==> config.mk <==
export PLATFORM = sky130hd
export DESIGN_NAME = mem_stage_flat
export DESIGN_NICKNAME = d
export VERILOG_FILES = /design/src/rtl/mem_stage_if.sv /design/src/rtl/mem_stage.sv /design/src/flat_wrapper.sv
export SDC_FILE = /design/constraint.sdc
export NUM_CORES = 2
export LEC_CHECK = 0
export ABC_CLOCK_PERIOD_IN_PS = 4300
export BUFFER_PORTS_ARGS = -buffer_cell sky130_fd_sc_hd__buf_4
export CAP_MARGIN = 40
export CORE_MARGIN = 4
export CORE_UTILIZATION = 40
export DETAILED_ROUTE_END_ITERATION = 16
export GPL_ROUTABILITY_DRIVEN = 0
export HOLD_SLACK_MARGIN = 0.12
export PLACE_DENSITY = 0.69
export SLEW_MARGIN = 10
export SYNTH_ARGS = -nofsm -noshare
export SYNTH_HDL_FRONTEND = slang
export SYNTH_SLANG_ARGS = --single-unit
==> constraint.sdc <==
create_clock -name clk -period 4.3 [get_ports clk]
set_input_delay 0.43 -clock clk [delete_from_list [all_inputs] [get_ports clk]]
set_output_delay 0.43 -clock clk [all_outputs]
set_load 0.02 [all_outputs]
==> src/rtl/mem_stage_if.sv <==
// EX/MEM-to-MEM/WB bundle for the MEM stage: control and data from EX, redirect and
// MEM/WB results back out. The master drives the EX/MEM side; the stage is the slave.
interface mem_stage_if;
  logic [31:0] ALUResult_input;
  logic [31:0] ReadData2_input;
  logic [4:0]  WriteRegister_input;
  logic [31:0] PC_input;
  logic [31:0] PCPlus4_input;
  logic        Zero_input;
  logic        Jr_input;
  logic        Jal_input;
  logic        Jump_input;
  logic        BranchEQ_input;
  logic        BranchNE_input;
  logic        MemRead_input;
  logic        MemToReg_input;
  logic        MemWrite_input;
  logic        RegWrite_input;

  logic        pc_redirect;
  logic [31:0] pc_redirect_target;
  logic        mem_fault;
  logic [31:0] ReadData_output;
  logic [31:0] ALUResult_output;
  logic [31:0] PCPlus4_output;
  logic [4:0]  WriteRegister_output;
  logic        MemToReg_output;
  logic        RegWrite_output;
  logic        Jal_output;

  modport master (
    output ALUResult_input, ReadData2_input, WriteRegister_input, PC_input, PCPlus4_input,
           Zero_input, Jr_input, Jal_input, Jump_input, BranchEQ_input, BranchNE_input,
           MemRead_input, MemToReg_input, MemWrite_input, RegWrite_input,
    input  pc_redirect, pc_redirect_target, mem_fault, ReadData_output, ALUResult_output,
           PCPlus4_output, WriteRegister_output, MemToReg_output, RegWrite_output, Jal_output
  );

  modport slave (
    input  ALUResult_input, ReadData2_input, WriteRegister_input, PC_input, PCPlus4_input,
           Zero_input, Jr_input, Jal_input, Jump_input, BranchEQ_input, BranchNE_input,
           MemRead_input, MemToReg_input, MemWrite_input, RegWrite_input,
    output pc_redirect, pc_redirect_target, mem_fault, ReadData_output, ALUResult_output,
           PCPlus4_output, WriteRegister_output, MemToReg_output, RegWrite_output, Jal_output
  );
endinterface

==> src/rtl/mem_stage.sv <==
// MIPS MEM stage: word-addressed data memory, branch/jump/jr redirect resolution and the
// MEM/WB pipeline register.
module mem_stage #(
  parameter int unsigned MEMORY_DEPTH = 64,
  parameter logic [31:0] DATA_BASE    = 32'h1001_0000
) (
  input logic        clk,
  input logic        reset,
  mem_stage_if.slave bus
);

  localparam int unsigned IdxW = (MEMORY_DEPTH > 1) ? $clog2(MEMORY_DEPTH) : 1;

  logic [31:0] r_mem [MEMORY_DEPTH];

  logic [31:0]     w_offset;
  logic [31:0]     w_word;
  logic [IdxW-1:0] w_index;
  logic            w_misaligned;
  logic            w_out_of_range;
  logic            w_fault;
  logic [31:0]     w_rdata;
  logic            w_branch_taken;
  logic            w_redirect;
  logic [31:0]     w_target;

  logic        r_fault;
  logic [31:0] r_read_data;
  logic [31:0] r_alu_result;
  logic [31:0] r_pc_plus4;
  logic [4:0]  r_write_reg;
  logic        r_mem_to_reg;
  logic        r_reg_write;
  logic        r_jal;

  // Full word offset is kept so the range check sees every upper bit, not just the index.
  assign w_offset       = bus.ALUResult_input - DATA_BASE;
  assign w_word         = w_offset >> 2;
  assign w_index        = w_word[IdxW-1:0];
  assign w_misaligned   = bus.ALUResult_input[1:0] != 2'b00;
  assign w_out_of_range = (bus.ALUResult_input < DATA_BASE) || (w_word >= MEMORY_DEPTH);
  assign w_fault        = (bus.MemRead_input | bus.MemWrite_input) &
                          (w_misaligned | w_out_of_range);

  always_comb begin
    w_rdata = 32'h0;
    if (bus.MemRead_input && !w_fault) begin
      w_rdata = r_mem[w_index];
    end
  end

  assign w_branch_taken = (bus.BranchEQ_input & bus.Zero_input) |
                          (bus.BranchNE_input & ~bus.Zero_input);

  always_comb begin
    w_redirect = 1'b0;
    w_target   = bus.PCPlus4_input;
    if (bus.Jr_input) begin
      w_redirect = 1'b1;
      w_target   = bus.ALUResult_input;
    end else if (bus.Jump_input || w_branch_taken) begin
      w_redirect = 1'b1;
      w_target   = bus.PC_input;
    end
  end

  assign bus.pc_redirect        = w_redirect & ~reset;
  assign bus.pc_redirect_target = w_target;

  // Contents survive reset, so the array has no reset branch.
  always_ff @(posedge clk) begin
    if (bus.MemWrite_input && !w_fault && !reset) begin
      r_mem[w_index] <= bus.ReadData2_input;
    end
  end

  always_ff @(posedge clk) begin
    if (reset) begin
      r_fault      <= 1'b0;
      r_read_data  <= 32'h0;
      r_alu_result <= 32'h0;
      r_pc_plus4   <= 32'h0;
      r_write_reg  <= 5'd0;
      r_mem_to_reg <= 1'b0;
      r_reg_write  <= 1'b0;
      r_jal        <= 1'b0;
    end else begin
      r_fault      <= r_fault | w_fault;
      r_read_data  <= w_rdata;
      r_alu_result <= bus.ALUResult_input;
      r_pc_plus4   <= bus.PCPlus4_input;
      r_write_reg  <= bus.WriteRegister_input;
      r_mem_to_reg <= bus.MemToReg_input;
      r_reg_write  <= bus.RegWrite_input & ~(bus.MemRead_input & w_fault);
      r_jal        <= bus.Jal_input;
    end
  end

  assign bus.mem_fault            = r_fault;
  assign bus.ReadData_output      = r_read_data;
  assign bus.ALUResult_output     = r_alu_result;
  assign bus.PCPlus4_output       = r_pc_plus4;
  assign bus.WriteRegister_output = r_write_reg;
  assign bus.MemToReg_output      = r_mem_to_reg;
  assign bus.RegWrite_output      = r_reg_write;
  assign bus.Jal_output           = r_jal;

endmodule
==> src/flat_wrapper.sv <==
// flat-port wrapper written by rule: the top's interface ports become plain ports
module mem_stage_flat 
#(
  parameter int unsigned MEMORY_DEPTH = 64,
  parameter logic [31:0] DATA_BASE    = 32'h1001_0000
)
  (clk, reset, bus_ALUResult_input, bus_ReadData2_input, bus_WriteRegister_input, bus_PC_input, bus_PCPlus4_input, bus_Zero_input, bus_Jr_input, bus_Jal_input, bus_Jump_input, bus_BranchEQ_input, bus_BranchNE_input, bus_MemRead_input, bus_MemToReg_input, bus_MemWrite_input, bus_RegWrite_input, bus_pc_redirect, bus_pc_redirect_target, bus_mem_fault, bus_ReadData_output, bus_ALUResult_output, bus_PCPlus4_output, bus_WriteRegister_output, bus_MemToReg_output, bus_RegWrite_output, bus_Jal_output);
  mem_stage_if bus_i ();
  input logic clk;
  input logic reset;
  input wire logic [$bits(bus_i.ALUResult_input)-1:0] bus_ALUResult_input;
  input wire logic [$bits(bus_i.ReadData2_input)-1:0] bus_ReadData2_input;
  input wire logic [$bits(bus_i.WriteRegister_input)-1:0] bus_WriteRegister_input;
  input wire logic [$bits(bus_i.PC_input)-1:0] bus_PC_input;
  input wire logic [$bits(bus_i.PCPlus4_input)-1:0] bus_PCPlus4_input;
  input wire logic [$bits(bus_i.Zero_input)-1:0] bus_Zero_input;
  input wire logic [$bits(bus_i.Jr_input)-1:0] bus_Jr_input;
  input wire logic [$bits(bus_i.Jal_input)-1:0] bus_Jal_input;
  input wire logic [$bits(bus_i.Jump_input)-1:0] bus_Jump_input;
  input wire logic [$bits(bus_i.BranchEQ_input)-1:0] bus_BranchEQ_input;
  input wire logic [$bits(bus_i.BranchNE_input)-1:0] bus_BranchNE_input;
  input wire logic [$bits(bus_i.MemRead_input)-1:0] bus_MemRead_input;
  input wire logic [$bits(bus_i.MemToReg_input)-1:0] bus_MemToReg_input;
  input wire logic [$bits(bus_i.MemWrite_input)-1:0] bus_MemWrite_input;
  input wire logic [$bits(bus_i.RegWrite_input)-1:0] bus_RegWrite_input;
  output wire logic [$bits(bus_i.pc_redirect)-1:0] bus_pc_redirect;
  output wire logic [$bits(bus_i.pc_redirect_target)-1:0] bus_pc_redirect_target;
  output wire logic [$bits(bus_i.mem_fault)-1:0] bus_mem_fault;
  output wire logic [$bits(bus_i.ReadData_output)-1:0] bus_ReadData_output;
  output wire logic [$bits(bus_i.ALUResult_output)-1:0] bus_ALUResult_output;
  output wire logic [$bits(bus_i.PCPlus4_output)-1:0] bus_PCPlus4_output;
  output wire logic [$bits(bus_i.WriteRegister_output)-1:0] bus_WriteRegister_output;
  output wire logic [$bits(bus_i.MemToReg_output)-1:0] bus_MemToReg_output;
  output wire logic [$bits(bus_i.RegWrite_output)-1:0] bus_RegWrite_output;
  output wire logic [$bits(bus_i.Jal_output)-1:0] bus_Jal_output;
  assign bus_i.ALUResult_input = bus_ALUResult_input;
  assign bus_i.ReadData2_input = bus_ReadData2_input;
  assign bus_i.WriteRegister_input = bus_WriteRegister_input;
  assign bus_i.PC_input = bus_PC_input;
  assign bus_i.PCPlus4_input = bus_PCPlus4_input;
  assign bus_i.Zero_input = bus_Zero_input;
  assign bus_i.Jr_input = bus_Jr_input;
  assign bus_i.Jal_input = bus_Jal_input;
  assign bus_i.Jump_input = bus_Jump_input;
  assign bus_i.BranchEQ_input = bus_BranchEQ_input;
  assign bus_i.BranchNE_input = bus_BranchNE_input;
  assign bus_i.MemRead_input = bus_MemRead_input;
  assign bus_i.MemToReg_input = bus_MemToReg_input;
  assign bus_i.MemWrite_input = bus_MemWrite_input;
  assign bus_i.RegWrite_input = bus_RegWrite_input;
  assign bus_pc_redirect = bus_i.pc_redirect;
  assign bus_pc_redirect_target = bus_i.pc_redirect_target;
  assign bus_mem_fault = bus_i.mem_fault;
  assign bus_ReadData_output = bus_i.ReadData_output;
  assign bus_ALUResult_output = bus_i.ALUResult_output;
  assign bus_PCPlus4_output = bus_i.PCPlus4_output;
  assign bus_WriteRegister_output = bus_i.WriteRegister_output;
  assign bus_MemToReg_output = bus_i.MemToReg_output;
  assign bus_RegWrite_output = bus_i.RegWrite_output;
  assign bus_Jal_output = bus_i.Jal_output;
  mem_stage #(.MEMORY_DEPTH(MEMORY_DEPTH), .DATA_BASE(DATA_BASE)) u_core (.clk(clk), .reset(reset), .bus(bus_i));
endmodule
==> out/metrics.sh <==
STATUS='finished clean'
CP_DATA_ARRIVAL_TIME_NS=4.23
CLKLATENCYLATEPIN_NS=0.85
LAYOUT.CELLS.MOST_COMMON='sky130_fd_sc_hd__edfxtp_1'
FIRST_PASS_GRT_WIRE_LENGTH_UM=396000
MIN_PATH_CELLS=2
SEQ_POWER_SHARE=0.524
WORST-PATH-MAX-FANOUT=21
SYNTH.CELL_AREA_UM2=81600
WORST-SLEW-PIN-TRANSITION_NS=0.994
YS_FF_LATCH=2153
CRIT_PATH_CELL_TRACE='dlygate4sd3_1, buf_4, or4_4, or4_4, or4_4, nor3b_2, buf_12, nand2_1, buf_4, nor2_4, buf_12'
MAXSLEWVIOLCOUNT=0
IR_DROP_V=0.000438
SYN_INST=4416
CTS-HOLD-FIX-BUFFERS=88
YS_ASYNC_RST_SHARE=0
HP-CLASS='in -> reg'
DRT_ITER0_MARKERS=9845
TIMING.FINAL.CRIT_PERIOD_NS=3.70
PATH_COMMON_CELL='sky130_fd_sc_hd__or4_4'
FINAL_CELLS=7972
SYNTH_FF_TYPE='sky130_fd_sc_hd__edfxtp_1'
PLACED_INSTS=7484
CTS_BUFFER_DEPTH=3
ACHIEVABLE-FREQUENCY_MHz=270
ROUTED_WIRE_LENGTH_PER_INSTANCE_UM=36.5
SETUP_VIOL=0
POSTROUTEANTENNANETS=0
CTS-BUFFERS-INSERTED=202
SYN2LAYOUT_AREA_GROWTH_PCT=20.6
CTS_HTREE_LEVELS=4
CP.REQUIRED_NS=4.83
INITIAL_CORE_UTILIZATION=0.403
POWER_DENSITY_nW_PER_UM2=446
INTERNAL_POWER_uW=33800
CLOCKPOWERSHARE=0.403
WORST_SLEW_MARGIN_REL=0.337
TIMING_WORST_SETUP_PATH_TYPE='in -> reg'
CTS_TREE='built'
CRITICAL_PATH.MAX_STAGE_DELAY_NS=0.57
ROW_COUNT=165
CAP_VIOL_MAX_COUNT=0
SYN_AREA_PER_CELL_UM2=18.5
FLOORPLAN.DIE_AREA_UM2=211000
DR.PASS1.ITERS=6
DETAIL_ROUTE.WIRELENGTH_UM=291000
FILLERINSTANCES=16300
ENDPOINT_KIND='flop'
FP.DIEW_UM=460
WORSTREGTOREGCELLS=8
POST-ROUTE-PERIOD-UTIL=0.860
CLKSINKCOUNT=2153
PLACE.DETAILED.HPWL_UM=187000
SETUP.WORST_PATH.START_CLASS='input pin'
GLOBAL_ROUTE.OVERFLOW_TOTAL=0
NUM_IO_PINS=283
COMBPWRFRAC=0.073
NET_COUNT_REPORTED_AT_FINISH=5269
GRT_START_MAX_NET_PINS=80
GRT_ANTENNA_BEFORE_REPAIR=29
FINALHOLDVIOLATIONS=0
NUM_VIAS=50800
LEADING_CELL_TYPES_IN_THE_LAYOUT_FILL_AND_TAPS_EXCLUDED='sky130_fd_sc_hd__edfxtp_1, sky130_fd_sc_hd__buf_4, sky130_fd_sc_hd__mux2i_1'
POSTCTSSETUPREPAIRBUFS=0
CTS_ROOT_BUFFER='sky130_fd_sc_hd__clkbuf_16'
SKEW_NS=0.0471
POWER.SWITCHING_uW=10000
PORT_BUFFERS=282
ROUTE.DETAILED.DRC=0
CTS-RESIZED-GATES=0
VIAS_IN_THE_FIRST_GLOBAL_ROUTE=48500
SYN_NETS=4561
SEQUENTIAL_TO_TOTAL_AREA_SHARE_FROM_YOSYS_STAT=0.780
FRACTION_OF_FINAL_LAYOUT_CELLS_WITH_DRIVE_STRENGTH_GREATER_THAN_1=0.264
CLK_PIN_SLEW_WORST_SETUP_HOLD_PATHS_NS=0.06
UTILIZATION=0.486
NETSWITCHINGFRACTION=0.229
FLOORPLAN.CORE_AREA_UM2=203000
YOSYS_WARNINGS=0
GRT_SETUP_UNREPAIRED='false'
DIE_HEIGHT_UM=460
SYNTH-EDFF-COUNT=2048
CPMAXSTAGEDELAYCELL='sky130_fd_sc_hd__dlygate4sd3_1'
VIASPERCELL=6.37
GLOBAL_ROUTE.USAGE.TOTAL=0.269
SYNTH.LIB_CELLS_USED.DISTINCT=68
LEAKAGE_uW=0.0324
[layer usage]
metal / vias up / GRT usage / share of wire
met5: - / 0.00597 / 0.00078
met1: 25600 / 0.344 / 0.34
met4: 10 / 0.135 / 0.059
met3: 780 / 0.110 / 0.17
li1: 19600 / - / -
met2: 4737 / 0.394 / 0.44
[logic make-up (layout without fill, tap and decap cells)]
group / Yosys count / after routing / share of synthesized area
DFF: 2153 / 2153 / 0.780
xor gates and xnor gates: 1 / 1 / 0.000107
other: 0 / 13 / 0
AOI/OAI and AO/OA: 915 / 915 / 0.0806
muxes: 584 / 584 / 0.0979
and+or+nand+nor: 461 / 461 / 0.0267
buffers and inverters: 302 / 1173 / 0.0148
[final cells by class]
type | count | area [um^2] | share of cell area
clock inverters | 103 | 983 | 0.0100
well taps | 2672 | 3340 | 0.0340
inverters | 5 | 27.5 | 0.000280
multi-input cells | 1961 | 17400 | 0.177
clock buffers | 264 | 5470 | 0.0557
flip-flops and latches | 2153 | 63600 | 0.647
diodes | 13 | 32.5 | 0.000331
repair buffers | 801 | 7500 | 0.0763
[worst max-delay path, delay by kind of cell]
kind	cells	cell delay (ns)
AND/OR/NAND/NOR	6	2.31
buffers and inverters	5	1.44
[worst paths after layout]
check | start | slack [ns] | endpoint
setup / recovery | bus_ALUResult_input[19] | 0.60 | u_core.r_mem[49][30]
setup reg to reg | u_core.r_mem[31][28] | 1.65 | u_core.bus.ReadData_output[28]
hold reg to reg | u_core.bus.mem_fault | 0.59 | u_core.bus.mem_fault
hold / removal | bus_ReadData2_input[20] | 0.13 | u_core.r_mem[8][20]
[stage by stage]
stage	setup TNS (ns)	setup slack, ns	hold WS, ns	power [uW]	area, um^2
2_1_floorplan	-252.22	-0.135	0.518	24600	81600
3_3_place_gp	0	0.429	0.568	26300	90100
3_5_place_dp	0	0.410	0.575	26400	90600
4_1_cts	0	0.692	0.180	43800	97900
5_1_grt	0	0.548	0.121	44900	98300
6_report	0	0.602	0.133	43800	98300
[flip-flops by register name (all words and copies together), names as in the netlist]
signal and count:
u_core.bus.WriteRegister_output 5, u_core.bus.mem_fault 1, u_core.r_mem 2048, u_core.bus.Jal_output 1, u_core.bus.ReadData_output 32, u_core.bus.ALUResult_output 32, u_core.bus.MemToReg_output 1, u_core.bus.PCPlus4_output 32
u_core.bus.RegWrite_output 1
[power by group through the flow]
stage	Combinational, uW	Clock, uW	Sequential, uW
finish	3190	17700	23000
global route	3210	18700	23000
CTS	3030	17800	23000
detailed placement	2950	0	23400
global placement	2880	0	23400
floorplan	1110	0	23500
[cells in the mapped netlist, types with 5 or more instances]
cell type                   instances  share of area
sky130_fd_sc_hd__a211oi_1          13         0.0012
sky130_fd_sc_hd__a21oi_1          118         0.0072
sky130_fd_sc_hd__a221o_1           43         0.0053
sky130_fd_sc_hd__a221oi_1         185          0.020
sky130_fd_sc_hd__a222oi_1          19         0.0023
sky130_fd_sc_hd__a22o_1            19         0.0020
sky130_fd_sc_hd__a22oi_1          145          0.013
sky130_fd_sc_hd__a31oi_1           36         0.0028
sky130_fd_sc_hd__a41oi_1            5        0.00054
sky130_fd_sc_hd__and3_1             8        0.00061
sky130_fd_sc_hd__buf_1             66         0.0030
sky130_fd_sc_hd__buf_2             40         0.0025
sky130_fd_sc_hd__clkbuf_1         188         0.0087
sky130_fd_sc_hd__dfxtp_1          105          0.026
sky130_fd_sc_hd__edfxtp_1        2048           0.75
sky130_fd_sc_hd__mux2_2           128          0.018
sky130_fd_sc_hd__mux2i_1          298          0.037
sky130_fd_sc_hd__mux4_2           158          0.044
sky130_fd_sc_hd__nand2_1          134         0.0062
sky130_fd_sc_hd__nand2b_1           8        0.00061
sky130_fd_sc_hd__nand3_1           24         0.0015
sky130_fd_sc_hd__nand3b_1           5        0.00046
sky130_fd_sc_hd__nor2_1           158         0.0073
sky130_fd_sc_hd__nor2b_1           76         0.0058
sky130_fd_sc_hd__nor3_1            11        0.00068
sky130_fd_sc_hd__o21a_1             7        0.00064
sky130_fd_sc_hd__o21ai_0          129         0.0079
sky130_fd_sc_hd__o221ai_1          18         0.0019
sky130_fd_sc_hd__o22a_1            12         0.0013
sky130_fd_sc_hd__o22ai_1          124         0.0095
sky130_fd_sc_hd__o2bb2ai_1          5        0.00054
No activity file was read; power rests on OpenSTA's default activity.
